<file path="src/rtl/mem_arbiter.sv">
// ============================================================================
// mem_arbiter
// ----------------------------------------------------------------------------
// Shares one external memory/IO bus between the execute unit's memory port
// (instruction fetch, data read, masked data write) and a single DMA
// requester. The core side uses level-held strobes acknowledged by one-cycle
// done pulses; the bus side is a registered req/ack handshake.
//
// Arbitration: core beats DMA, except when the core has won STARVE grants in
// a row while d_req was pending. Inside the core, write > read > fetch.
//
// FSM: IDLE (grant + latch) -> BUSY (hold bus, wait m_ack) -> RESP (pulse).
// Minimum access is 3 cycles. No grant is made in RESP, which gives the
// requester one cycle to drop its strobe after seeing its done pulse.
//
// Optional feature: define ARB_TIMEOUT_EN to enable a bus watchdog. After
// TIMEOUT BUSY cycles without m_ack the access completes with read data of
// all ones and bus_err pulses together with the done/ack pulse. Without the
// macro BUSY waits indefinitely and bus_err is tied to 0.
//
// Parameters:
//   RV      datapath width (16 or 32)
//   VA      address width; bus word address is [VA-1:RV/16]
//   STARVE  max consecutive core grants while d_req is pending (1..255)
//   TIMEOUT watchdog limit in cycles (ARB_TIMEOUT_EN only)
//
// Ports:
//   clk, reset                 clock, synchronous active-low reset
//   c_ifetch/c_rstrobe/c_wmask core fetch / read / write requests (level)
//   c_addr, c_wdata, c_io      core address, write data, IO qualifier
//   c_idone/c_rdone/c_wdone    core completion pulses
//   c_rdata                    core read data, valid with c_idone/c_rdone
//   d_req, d_we                DMA request (level) and write flag
//   d_addr, d_wdata, d_wmask   DMA address, write data, byte enables
//   d_ack, d_rdata             DMA completion pulse and read data
//   m_req/m_we/m_io            bus request, write, IO qualifier
//   m_addr/m_wdata/m_wmask     bus address, write data, byte enables
//   m_ack, m_rdata             bus completion and read data
//   bus_err                    one-cycle watchdog timeout pulse
// ============================================================================
module mem_arbiter #(
    parameter int RV      = 32,
    parameter int VA      = RV,
    parameter int STARVE  = 8,
    parameter int TIMEOUT = 64
) (
    input  logic                 clk,
    input  logic                 reset,

    input  logic                 c_ifetch,
    input  logic [1:0]           c_rstrobe,
    input  logic [RV/8-1:0]      c_wmask,
    input  logic [VA-1:RV/16]    c_addr,
    input  logic [RV-1:0]        c_wdata,
    input  logic                 c_io,
    output logic                 c_idone,
    output logic                 c_rdone,
    output logic                 c_wdone,
    output logic [RV-1:0]        c_rdata,

    input  logic                 d_req,
    input  logic                 d_we,
    input  logic [VA-1:RV/16]    d_addr,
    input  logic [RV-1:0]        d_wdata,
    input  logic [RV/8-1:0]      d_wmask,
    output logic                 d_ack,
    output logic [RV-1:0]        d_rdata,

    output logic                 m_req,
    output logic                 m_we,
    output logic                 m_io,
    output logic [VA-1:RV/16]    m_addr,
    output logic [RV-1:0]        m_wdata,
    output logic [RV/8-1:0]      m_wmask,
    input  logic                 m_ack,
    input  logic [RV-1:0]        m_rdata,
    output logic                 bus_err
);

    localparam int SW = $clog2(STARVE + 1);

    // Elaboration-time guard on the parameter ranges the arbiter relies on.
    if (STARVE < 1 || STARVE > 255 || TIMEOUT < 1) begin : g_bad_param
        $error("mem_arbiter: STARVE must be 1..255 and TIMEOUT must be >= 1");
    end

    typedef enum logic [1:0] {
        ST_IDLE,
        ST_BUSY,
        ST_RESP
    } state_t;

    // Which requester owns the transaction in flight; selects the pulse.
    typedef enum logic [1:0] {
        SRC_FETCH,
        SRC_READ,
        SRC_WRITE,
        SRC_DMA
    } src_t;

    state_t              r_state;
    state_t              w_next;
    src_t                r_src;
    src_t                w_src;

    logic [SW-1:0]       r_starve;

    logic                r_m_req;
    logic                r_m_we;
    logic                r_m_io;
    logic [VA-1:RV/16]   r_m_addr;
    logic [RV-1:0]       r_m_wdata;
    logic [RV/8-1:0]     r_m_wmask;

    logic                r_c_idone;
    logic                r_c_rdone;
    logic                r_c_wdone;
    logic                r_d_ack;
    logic [RV-1:0]       r_c_rdata;
    logic [RV-1:0]       r_d_rdata;
    logic                r_bus_err;

    logic                w_c_wr;
    logic                w_c_rd;
    logic                w_core_req;
    logic                w_starved;
    logic                w_dma_win;
    logic                w_core_win;
    logic                w_grant;
    logic                w_finish;
    logic                w_timeout;
    logic [RV-1:0]       w_cap;

    // ------------------------------------------------------------------
    // Request decode and arbitration
    // ------------------------------------------------------------------
    assign w_c_wr     = |c_wmask;
    assign w_c_rd     = |c_rstrobe;
    assign w_core_req = w_c_wr | w_c_rd | c_ifetch;
    assign w_starved  = (r_starve == SW'(STARVE));

    // DMA wins only when the core is silent or has used up its allowance.
    assign w_dma_win  = d_req & (~w_core_req | w_starved);
    assign w_core_win = w_core_req & ~w_dma_win;

    always_comb begin
        if (w_dma_win)   w_src = SRC_DMA;
        else if (w_c_wr) w_src = SRC_WRITE;
        else if (w_c_rd) w_src = SRC_READ;
        else             w_src = SRC_FETCH;
    end

    // A watchdog expiry looks like an ack carrying all-ones data.
    assign w_cap = m_ack ? m_rdata : '1;

    // ------------------------------------------------------------------
    // Bus watchdog
    // ------------------------------------------------------------------
`ifdef ARB_TIMEOUT_EN
    localparam int TW = $clog2(TIMEOUT + 1);
    logic [TW-1:0] r_tcnt;

    always_ff @(posedge clk) begin
        if (!reset)                 r_tcnt <= '0;
        else if (r_state == ST_BUSY) r_tcnt <= r_tcnt + TW'(1);
        else                        r_tcnt <= '0;
    end

    // r_tcnt counts completed BUSY cycles, so TIMEOUT-1 marks the last one.
    assign w_timeout = (r_state == ST_BUSY) && !m_ack &&
                       (r_tcnt == TW'(TIMEOUT - 1));
    assign bus_err   = r_bus_err;
`else
    assign w_timeout = 1'b0;
    assign bus_err   = 1'b0;
`endif

    // ------------------------------------------------------------------
    // FSM: state register
    // ------------------------------------------------------------------
    // NOTE: clocked state uses non-blocking assignments so every register
    // samples pre-edge values regardless of process evaluation order.
    always_ff @(posedge clk) begin
        if (!reset) r_state <= ST_IDLE;
        else        r_state <= w_next;
    end

    // ------------------------------------------------------------------
    // FSM: next state and control strobes
    // ------------------------------------------------------------------
    always_comb begin
        // NOTE: every output of this block gets a default first, so no path
        // through the case statement can leave a value unassigned (latch).
        w_next   = r_state;
        w_grant  = 1'b0;
        w_finish = 1'b0;
        case (r_state)
            ST_IDLE: begin
                if (w_core_win || w_dma_win) begin
                    w_grant = 1'b1;
                    w_next  = ST_BUSY;
                end
            end
            ST_BUSY: begin
                if (m_ack || w_timeout) begin
                    w_finish = 1'b1;
                    w_next   = ST_RESP;
                end
            end
            ST_RESP: w_next = ST_IDLE;
            default: w_next = ST_IDLE;
        endcase
    end

    // ------------------------------------------------------------------
    // Starvation counter: counts core grants made over a pending DMA.
    // ------------------------------------------------------------------
    always_ff @(posedge clk) begin
        if (!reset)
            r_starve <= '0;
        else if (w_grant && w_dma_win)
            r_starve <= '0;
        else if (!d_req)
            r_starve <= '0;
        else if (w_grant && w_core_win && !w_starved)
            r_starve <= r_starve + SW'(1);
    end

    // ------------------------------------------------------------------
    // Bus registers, completion pulses and captured read data
    // ------------------------------------------------------------------
    always_ff @(posedge clk) begin
        if (!reset) begin
            r_src     <= SRC_FETCH;
            r_m_req   <= 1'b0;
            r_m_we    <= 1'b0;
            r_m_io    <= 1'b0;
            r_m_addr  <= '0;
            r_m_wdata <= '0;
            r_m_wmask <= '0;
            r_c_idone <= 1'b0;
            r_c_rdone <= 1'b0;
            r_c_wdone <= 1'b0;
            r_d_ack   <= 1'b0;
            r_c_rdata <= '0;
            r_d_rdata <= '0;
            r_bus_err <= 1'b0;
        end else begin
            // Pulses are high only in the cycle after w_finish (RESP).
            r_c_idone <= 1'b0;
            r_c_rdone <= 1'b0;
            r_c_wdone <= 1'b0;
            r_d_ack   <= 1'b0;
            r_bus_err <= 1'b0;

            if (w_grant) begin
                r_src   <= w_src;
                r_m_req <= 1'b1;
                if (w_dma_win) begin
                    r_m_we    <= d_we;
                    r_m_io    <= 1'b0;
                    r_m_addr  <= d_addr;
                    r_m_wdata <= d_wdata;
                    r_m_wmask <= d_we ? d_wmask : '1;
                end else begin
                    r_m_we    <= w_c_wr;
                    r_m_io    <= c_io;
                    r_m_addr  <= c_addr;
                    r_m_wdata <= c_wdata;
                    r_m_wmask <= w_c_wr ? c_wmask : '1;
                end
            end

            if (w_finish) begin
                r_m_req   <= 1'b0;
                r_bus_err <= ~m_ack;
                case (r_src)
                    SRC_FETCH: begin
                        r_c_idone <= 1'b1;
                        r_c_rdata <= w_cap;
                    end
                    SRC_READ: begin
                        r_c_rdone <= 1'b1;
                        r_c_rdata <= w_cap;
                    end
                    SRC_WRITE: r_c_wdone <= 1'b1;
                    SRC_DMA: begin
                        r_d_ack   <= 1'b1;
                        r_d_rdata <= w_cap;
                    end
                    default: r_c_idone <= 1'b0;
                endcase
            end
        end
    end

    assign m_req   = r_m_req;
    assign m_we    = r_m_we;
    assign m_io    = r_m_io;
    assign m_addr  = r_m_addr;
    assign m_wdata = r_m_wdata;
    assign m_wmask = r_m_wmask;
    assign c_idone = r_c_idone;
    assign c_rdone = r_c_rdone;
    assign c_wdone = r_c_wdone;
    assign c_rdata = r_c_rdata;
    assign d_ack   = r_d_ack;
    assign d_rdata = r_d_rdata;

endmodule
</file>
<file path="config.mk">
export PLATFORM = sky130hd
export DESIGN_NAME = mem_arbiter
export DESIGN_NICKNAME = d
export VERILOG_FILES = /design/src/rtl/mem_arbiter.sv
export SDC_FILE = /design/constraint.sdc
export NUM_CORES = 1
export LEC_CHECK = 0
export CAP_MARGIN = 20
export CORE_AREA = 2 2 149 114
export DETAILED_ROUTE_END_ITERATION = 7
export DIE_AREA = 0 0 151 116
export PLACE_DENSITY = 0.77
export SKIP_LAST_GASP = 1
export SLEW_MARGIN = 20
export SYNTH_ARGS = -nofsm -noshare
export SYNTH_HDL_FRONTEND = slang
export SYNTH_SLANG_ARGS = --single-unit
</file>
<file path="constraint.sdc">
create_clock -name clk -period 2.6 [get_ports clk]
set_input_delay 0.65 -clock clk [delete_from_list [all_inputs] [get_ports clk]]
set_output_delay 0.65 -clock clk [all_outputs]
set_load 0.005 [all_outputs]
</file>
; After elaboration in Yosys (flattened, before gate mapping)
; Index checks and enable logic that the tools add are counted.
[totals]
regBits = 145
input_bits = 173
out_inout_bits = 138
[classes]
add_sub_neg = 1
n_eq_ne = 7
n_mux = 22
bitwise_logic = 9
n_reduce_logical = 16
[ops]
columns = operator, n
row1 = $mux 32, 2
row2 = $mux 30, 1
row3 = $mux 4, 3
row4 = $mux 1, 11
row5 = $mux 2, 4
row6 = $reduce_and 2->1, 4
row7 = $reduce_or 2->1, 3
row8 = $add 4x1->4 const B, 1
row9 = $eq 2x1->1 const B, 2
row10 = $eq 2x2->1 const B, 2
row11 = $eq 4x4->1 const B, 1
row12 = $logic_not 2->1, 2
row13 = $ne 2x2->1 const B, 2
row14 = $not 1->1, 4
row15 = $pmux 2 s2, 1
row16 = $reduce_or 4->1, 1
row17 = $logic_and 1x1->1, 3
row18 = $or 1x1->1, 3
row19 = $reduce_or 3->1, 1
row20 = $and 1x1->1, 2
row21 = $logic_not 1->1, 1
row22 = $logic_or 1x1->1, 1

; Depth between registers and ports, before layout
; Gate-level depths: netlist of run 1.
[logic_depth]
ltp_word = 13
depth_mapped = 8

; Worst setup path before layout of run 1
; No wires, ideal clock.
[synth_timing]
path_type = input-to-reg
start = input c_wmask[0]
end = register r_src[0]
setup_time_ps = 119
arrival_time_ps = 1956
slack_ps = 525
path_stages = 5
n_path_buf = 2
cell_sequence = or4_4 buf_6 o21a_1 buf_2 o221a_1
[synth_between]
elab_chain_len = 11
word_cells_on_any_way = 13
classes_between = 4 x mux / 7 x bitwise / 2 x reduce/logical
[synth_rtl]
columns = element, line_no
row1 = start: declaration, 52  ; input logic [RV/8-1:0] c_wmask,
row2 = $reduce_or 4->1 *, 137  ; assign w_c_wr = |c_wmask;
row3 = $or 1x1->1 (2 in series), 139  ; assign w_core_req = w_c_wr | w_c_rd | c_ifetch;
row4 = $not 1->1, 143  ; assign w_dma_win = d_req & (~w_core_req | w_starved);
row5 = $or 1x1->1, 143
row6 = $and 1x1->1, 143
row7 = $not 1->1, 144  ; assign w_core_win = w_core_req & ~w_dma_win;
row8 = $and 1x1->1, 144
row9 = $logic_or 1x1->1, 199  ; if (w_core_win || w_dma_win) begin
row10 = $mux 1, 199
row11 = $mux 1, 197  ; case (r_state)
row12 = end signal: assignment, 257  ; r_src <= w_src;
row13 = end: declaration, 103  ; src_t r_src;
; Every way passes the cells marked *; elsewhere a longest branch is shown, timed or not.
; A chain may end at the register's enable or synchronous reset.

; Worst setup path in the final report of run 1
[layout_timing]
start = input c_rstrobe[1]
end = register r_m_we, in the netlist m_we
[layout_between]
elab_chain_len = 11
word_cells_on_any_way = 12
classes_between = 3 x mux / 7 x bitwise / 2 x reduce/logical
[layout_rtl]
columns = element, line_no
row1 = start: declaration, 51  ; input logic [1:0] c_rstrobe,
row2 = $reduce_or 2->1 *, 138  ; assign w_c_rd = |c_rstrobe;
row3 = $or 1x1->1 * (2 in series), 139
row4 = $not 1->1, 143
row5 = $or 1x1->1, 143
row6 = $and 1x1->1, 143
row7 = $not 1->1, 144
row8 = $and 1x1->1, 144
row9 = $logic_or 1x1->1, 199
row10 = $mux 1, 199
row11 = $mux 1, 197
row12 = end signal: assignment, 260  ; r_m_we <= d_we;
row13 = end signal: assignment, 266  ; r_m_we <= w_c_wr;
row14 = end: declaration, 109  ; logic r_m_we;
; Marked as above.

==> run_results.csv, run 1 <==
group,metric,value,unit
clock_network,htreeDepth,4,
grt,grt_pass1_vias,6086,
finish,final_layout_size_suffix_gt1_frac,0.183,
routing,detail-route-antenna-nets,0,
timing,rsz0062_at_grt,"false",
power_and_ir_drop,p_int,0.00454,W
grt,antenna_found_initial,0,
logic_synthesis,synth.distinct_cells,44,
routing,routedWlPerCell,16.2,um
routing,dr_total_vias,6092,
power_and_ir_drop,irDropWorstVdd,0.405,mV
timing,period_needed,2150,ps
routing,drt-vias-per-instance,4.90,
floorplanning,coreArea,15900,um^2
grt,grt_pass1_wl,31000,um
finish,antenna_cells,0,
placed_design,place_congestion,0.821,
finish,final_area,10300,um^2
power_and_ir_drop,p_comb_frac,0.195,
logic_synthesis,synth_compound_area_frac,0.328,
logic_synthesis,synth_edf_count,0,
clock_network,tritoncts,"built",
worst_setup_path,end_kind,"flip-flop",
floorplanning,die_y,116,um
timing,fin_tns_setup,0,ps
power_and_ir_drop,p_total,0.00613,W
finish,synthToLayoutAreaGrowth,63.4,%
finish,n_fill_cell,1371,
worst_setup_path,crit_required,2880,ps
power_and_ir_drop,p_seq_frac,0.399,
outcome,status,"finished, final reports clean",
placed_design,io_buffers,309,
finish,final_common_cell,"clkdlybuf4s50_1",
worst_setup_path,crit_chain,"clkdlybuf4s50_1, or4_1, o21a_2, buf_12, o21ai_1, a21oi_1",
logic_synthesis,synth.area.top_cells,"dfxtp_1 (46%), a21oi_2 (17%), nand2_1 (12%)",
floorplanning,die_area,17500,um^2
worst_setup_path,critical_path_class,"input pin to flip-flop",
clock_network,cts_resized,0,
timing,finalSetupViolations,0,
logic_synthesis,synth_area,6330,um^2
logic_synthesis,synth_nets,896,
floorplanning,dieWidth,151,um
logic_synthesis,synthArstFlopShare,0,
placed_design,dp.cells,1210,
grt,use_met2,0.399,
timing,relSlewSlack,0.643,
logic_synthesis,synth_adder_area_share,0.00395,
floorplanning,rows,40,
logic_synthesis,syn-instance-count,721,
finish,stdcell_count,1242,
floorplanning,ios,311,
grt,use_met1,0.251,
timing,fin_crit_sh,0.827,
floorplanning,start_util,0.398,
job,drv_cap,0,
finish,final_cell_mix,"clkdlybuf4s50_1 (308), nand2_1 (195), dfxtp_1 (145)",
worst_setup_path,worst-r2r-setup-slack,740,ps
routing,first_iter_violations,240,
power_and_ir_drop,powerDensity,593,nW/um^2
power_and_ir_drop,swShare,0.259,
logic_synthesis,syn-mean-instance-area,8.78,um^2
worst_hold_path,hold_path.class,"flip-flop to flip-flop",
power_and_ir_drop,p_leak,3.78,nW
grt,grt_usage,0.227,
worst_setup_path,crit_path_start_kind,"input pin",
clock_network,cts_root_buf,"clkbuf_16",
clock_network,path_clk_slew,60,ps
timing,finalClockSkew,16.2,ps
worst_setup_path,worst_ep_arrival_time,2430,ps
logic_synthesis,synth-main-ff-cell,"dfxtp_1",
placed_design,dp_hpwl,14600,um
logic_synthesis,synth-seq-area-share,0.458,
timing,hold_viol_final,0,
timing,slew_viol_final,0,
logic_synthesis,synth_top_family_by_area,"compound AO/OA/AOI/OAI gates",
grt,grt-ovfl-total,0,
routing,routed_wl,20100,um
clock_network,post_cts_buffers,0,
clock_network,cts_buffer_depth,2,
worst_setup_path,slowest_stage,"or4_1",
finish,nets,1194,
logic_synthesis,synthSimpleGateAreaFrac,0.152,
routing,drcViolationCount,0,
grt,grt_max_degree,58,
grt,busiest_layer,"met2",
clock_network,cts_buffers,17,
worst_setup_path,worst-path-max-fanout,45,
power_and_ir_drop,switchingPower,0.00159,W
clock_network,clk_latency,430,ps
clock_network,cts_sinks,145,
timing,max_freq,0.465,GHz
power_and_ir_drop,clkPwrFrac,0.406,
placed_design,place_area,9740,um^2
clock_network,ctsHoldBuffers,0,
logic_synthesis,yosys.area.top_type,"dfxtp_1",
logic_synthesis,post_synth_xor_area_fraction,0,
routing,first_pass_iters,5,
logic_synthesis,ys_warn_count,0,
logic_synthesis,synth.area.mux_share,0,
timing,worst_pin_slew,535,ps
logic_synthesis,ys_ff_latch,145,
logic_synthesis,synth_top_area_share,0.458,
worst_setup_path,max_stage_delay,610,ps
grt,grt.met3_usage,0.0909,
-- synthesized netlist by cell type (2+ instances only) --
| cell type | n |
|---|---|
| nand3_1 | 5 |
| clkbuf_1 | 39 |
| buf_6 | 7 |
| o21ai_1 | 64 |
| dfxtp_1 | 145 |
| o21a_1 | 2 |
| o21ai_0 | 2 |
| buf_2 | 4 |
| ha_1 | 2 |
| buf_8 | 6 |
| and3b_1 | 2 |
| inv_1 | 6 |
| a21boi_1 | 43 |
| a31oi_1 | 2 |
| a21boi_0 | 21 |
| nand2_1 | 195 |
| and4b_1 | 2 |
| nor2_1 | 5 |
| o221ai_1 | 4 |
| and2_1 | 2 |
| a21oi_2 | 120 |
| nor3b_1 | 2 |
| nor2b_1 | 2 |
| a21oi_1 | 16 |
| nand4b_1 | 2 |
| and3_1 | 3 |
-- path summary, 6_finish.rpt --
path / from / endpoint / depth (start not counted)
max: c_rstrobe[1] / m_we$_SDFFE_PN0P_ / 6
min: d_rdata[22]$_SDFFE_PN0P_ / d_rdata[22]$_SDFFE_PN0P_ / 2
max reg2reg: r_starve[0]$_SDFFE_PP0P_ / m_wdata[10]$_SDFFE_PN0P_ / 7
min reg2reg: d_rdata[22]$_SDFFE_PN0P_ / d_rdata[22]$_SDFFE_PN0P_ / 2
-- metal layers --
| layer | share of wire | wire (um) |
|---|---|---|
| met2 | 0.49 | 9890 |
| met3 | 0.093 | 1870 |
| met5 | 0 | 0 |
| met1 | 0.40 | 8020 |
| met4 | 0.018 | 363 |
-- worst max-delay path, delay by kind of cell --
| family | cells | cell delay [ps] |
|---|---|---|
| AO/OA/AOI/OAI | 3 | 500 |
| buffers and inverters | 2 | 640 |
| AND/OR/NAND/NOR | 1 | 610 |
-- through the flow --
step	utilization	setup slack, ps	hold WS, ps
floorplan	-	525	451
global placement	0.612	102	440
detailed placement	0.612	59.1	444
CTS	0.650	490	454
global route	0.650	366	472
finish	0.650	449	451
-- area by class of cell --
type | instances | area, um^2 | area share
Timing Repair Buffer | 336 | 3470 | 0.335
Tap cell | 210 | 263 | 0.0254
Sequential cell | 145 | 2900 | 0.281
Clock inverter | 13 | 149 | 0.0144
Clock buffer | 19 | 453 | 0.0438
Inverter | 6 | 22.5 | 0.00218
Multi-Input combinational cell | 513 | 3090 | 0.298
-- logic make-up (layout without fill, tap and decap cells) --
| logic type | after synthesis | in the layout |
|---|---|---|
| AOI/OAI and AO/OA | 281 | 281 |
| and+or+nand+nor | 229 | 229 |
| DFF | 145 | 145 |
| buffers and inverters | 63 | 374 |
| adders and majority gates | 2 | 2 |
| other | 1 | 1 |
-- flip-flops by register name, summed over array words and instances, names as in the netlist --
register / count
d_rdata: 32
c_wdone: 1
r_starve: 4
c_rdata: 32
c_rdone: 1
m_req: 1
m_addr: 30
m_io: 1
d_ack: 1
m_wdata: 32
r_src: 2
c_idone: 1
m_we: 1
m_wmask: 4
r_state: 2
-- power by group through the flow --
stage / combinational [W] / sequential, W / clock [W]
3_3_place_gp: 0.00119 / 0.00249 / 0
3_5_place_dp: 0.00120 / 0.00250 / 0
4_1_cts: 0.00121 / 0.00245 / 0.00253
5_1_grt: 0.00129 / 0.00246 / 0.00263
6_report: 0.00119 / 0.00245 / 0.00249
2_1_floorplan: 0.000485 / 0.00250 / 0
No activity file was read; power rests on OpenSTA's default activity.
==> inputs of run 2 (changes only) <==
==> constraint.sdc (replaced) <==
create_clock -name clk -period 2 [get_ports clk]
set_input_delay 0.5 -clock clk [delete_from_list [all_inputs] [get_ports clk]]
set_output_delay 0.5 -clock clk [all_outputs]
set_load 0.005 [all_outputs]
==> run_results.csv, run 2 (synthesized netlist as in run 1, its figures left out) <==
group,metric,value,unit
clock_network,htreeDepth,4,
clock_network,clk_latency,420,ps
grt,antenna_found_initial,0,
worst_hold_path,worstHoldEndpoint,"c_rdata[26]$_SDFFE_PN0P_",
floorplanning,coreArea,15900,um^2
worst_setup_path,end_kind,"flip-flop",
floorplanning,start_util,0.398,
placed_design,place_congestion,0.853,
power_and_ir_drop,irDropWorstVdd,0.518,mV
floorplanning,dieWidth,151,um
placed_design,place_ws,-369,ps
placed_design,dp_hpwl,14800,um
worst_setup_path,crit_required,2350,ps
worst_hold_path,hold_depth,2,
finish,n_fill_cell,1328,
floorplanning,die_area,17500,um^2
routing,first_iter_violations,296,
worst_setup_path,worst-path-max-fanout,13,
clock_network,ctsHoldBuffers,0,
finish,final_common_cell,"clkdlybuf4s50_1",
finish,final_cell_mix,"clkdlybuf4s50_1 (308), nand2_1 (195), dfxtp_1 (145)",
placed_design,io_buffers,309,
outcome,status,"finished, final reports clean",
job,drv_cap,0,
worst_setup_path,r2r_start,"r_starve[0]$_SDFFE_PP0P_",
routing,routed_wl,20300,um
finish,final_layout_size_suffix_gt1_frac,0.196,
timing,finalSetupViolations,0,
grt,grt_pass1_vias,6023,
worst_hold_path,hold_path.class,"flip-flop to flip-flop",
worst_setup_path,r2r.worst_path.cells,7,
worst_setup_path,worst_ep_arrival_time,2300,ps
finish,synthToLayoutAreaGrowth,66.2,%
clock_network,post_cts_buffers,0,
timing,rsz0062_at_grt,"false",
clock_network,cts_sinks,145,
finish,nets,1213,
routing,first_pass_iters,4,
routing,drt-vias-per-instance,4.90,
worst_hold_path,hp-start,"c_rdata[26]$_SDFFE_PN0P_",
timing,timing.final.ws_setup,51.2,ps
routing,routedWlPerCell,16.1,um
worst_setup_path,reg2reg_to,"m_addr[30]$_SDFFE_PN0P_",
timing,period_needed,1950,ps
clock_network,cts_buffer_depth,2,
finish,antenna_cells,0,
worst_setup_path,crit_path_start_kind,"input pin",
clock_network,cts_buffers,17,
grt,grt-ovfl-total,0,
timing,hold_viol_final,0,
timing,relSlewSlack,0.633,
clock_network,cts_root_buf,"clkbuf_16",
routing,detail-route-antenna-nets,0,
timing,holdWs,450,ps
timing,fin_tns_setup,0,ps
timing,finalClockSkew,7.83,ps
routing,drcViolationCount,0,
clock_network,tritoncts,"built",
power_and_ir_drop,powerDensity,744,nW/um^2
floorplanning,rows,40,
grt,grt_max_degree,50,
grt,grt_usage,0.226,
worst_setup_path,critical_path_class,"input pin to flip-flop",
floorplanning,die_y,116,um
clock_network,path_clk_slew,60,ps
timing,max_freq,0.513,GHz
power_and_ir_drop,p_leak,3.90,nW
timing,worst_pin_slew,551,ps
routing,dr_total_vias,6174,
timing,slew_viol_final,0,
worst_setup_path,worst-r2r-setup-slack,250,ps
floorplanning,ios,311,
clock_network,cts_resized,0,
timing,fin_crit_sh,0.974,
grt,grt_pass1_wl,30400,um
[run 2: cell count changes in the layout (fill, tap and decap cells not counted), sizes merged]
cell	before	now
clkinv	3	7
inv	11	7
clkinvlp	3	1
clkbuf	19	22
bufinv	2	1
buf	28	47
[run 2: where the power goes]
part	leakage, nW	switching [W]	total, W	internal [W]
Sequential	1.19	0.000108	0.00319	0.00308
Combinational	2.43	0.000654	0.00160	0.000950
Clock	0.275	0.00125	0.00304	0.00179
Total	3.90	0.00202	0.00784	0.00582
[run 2: cell type report]
| class | count | area (um^2) | area share |
|---|---|---|---|
| sequential | 145 | 2900 | 0.276 |
| inverter | 6 | 22.5 | 0.00214 |
| multi-input combinational | 513 | 3100 | 0.294 |
| timing repair buffer | 355 | 3670 | 0.349 |
| clock buffer | 22 | 464 | 0.0441 |
| clock inverter | 10 | 104 | 0.00986 |
| tap | 210 | 263 | 0.0250 |
[run 2: metal layers]
layer / up-vias / global-route usage / wire [um]
met5: - / 0 / 0
met4: 0 / 0.0854 / 405
met3: 27 / 0.0862 / 1750
met2: 198 / 0.403 / 10100
met1: 2852 / 0.245 / 8020
li1: 3097 / - / -
[run 2: worst max path at each step]
| stage | start | endpoint | slack [ps] |
|---|---|---|---|
| detailed placement | c_wmask[0] | m_addr[7]$_SDFFE_PN0P_ | -370 |
| floorplan | c_wmask[0] | r_src[0]$_SDFFE_PN0P_ | 80 |
| CTS | c_wmask[0] | m_wdata[29]$_SDFFE_PN0P_ | 60 |
| global route | c_rstrobe[1] | m_addr[7]$_SDFFE_PN0P_ | 8 |
| global placement | c_wmask[1] | m_wdata[4]$_SDFFE_PN0P_ | -340 |
| finish | c_wmask[0] | m_wdata[4]$_SDFFE_PN0P_ | 50 |
[run 2: worst max-delay path, stage by stage]
cell and delay, ps:
clkdlybuf4s50_1 420, or4_4 600, o21ai_4 260, buf_12 200, buf_12 140, a21oi_2 40
a21oi_2 120
[run 2: through the flow]
step                      cell area [um^2]  power [W]  std cells   util
after detailed placement              9950    0.00486       1229  0.625
after floorplan                       6330    0.00388        721      -
after CTS                            10500    0.00792       1261  0.661
after global placement                9950    0.00484       1229  0.625
final                                10500    0.00784       1261  0.661
after global routing                 10500    0.00817       1261  0.661
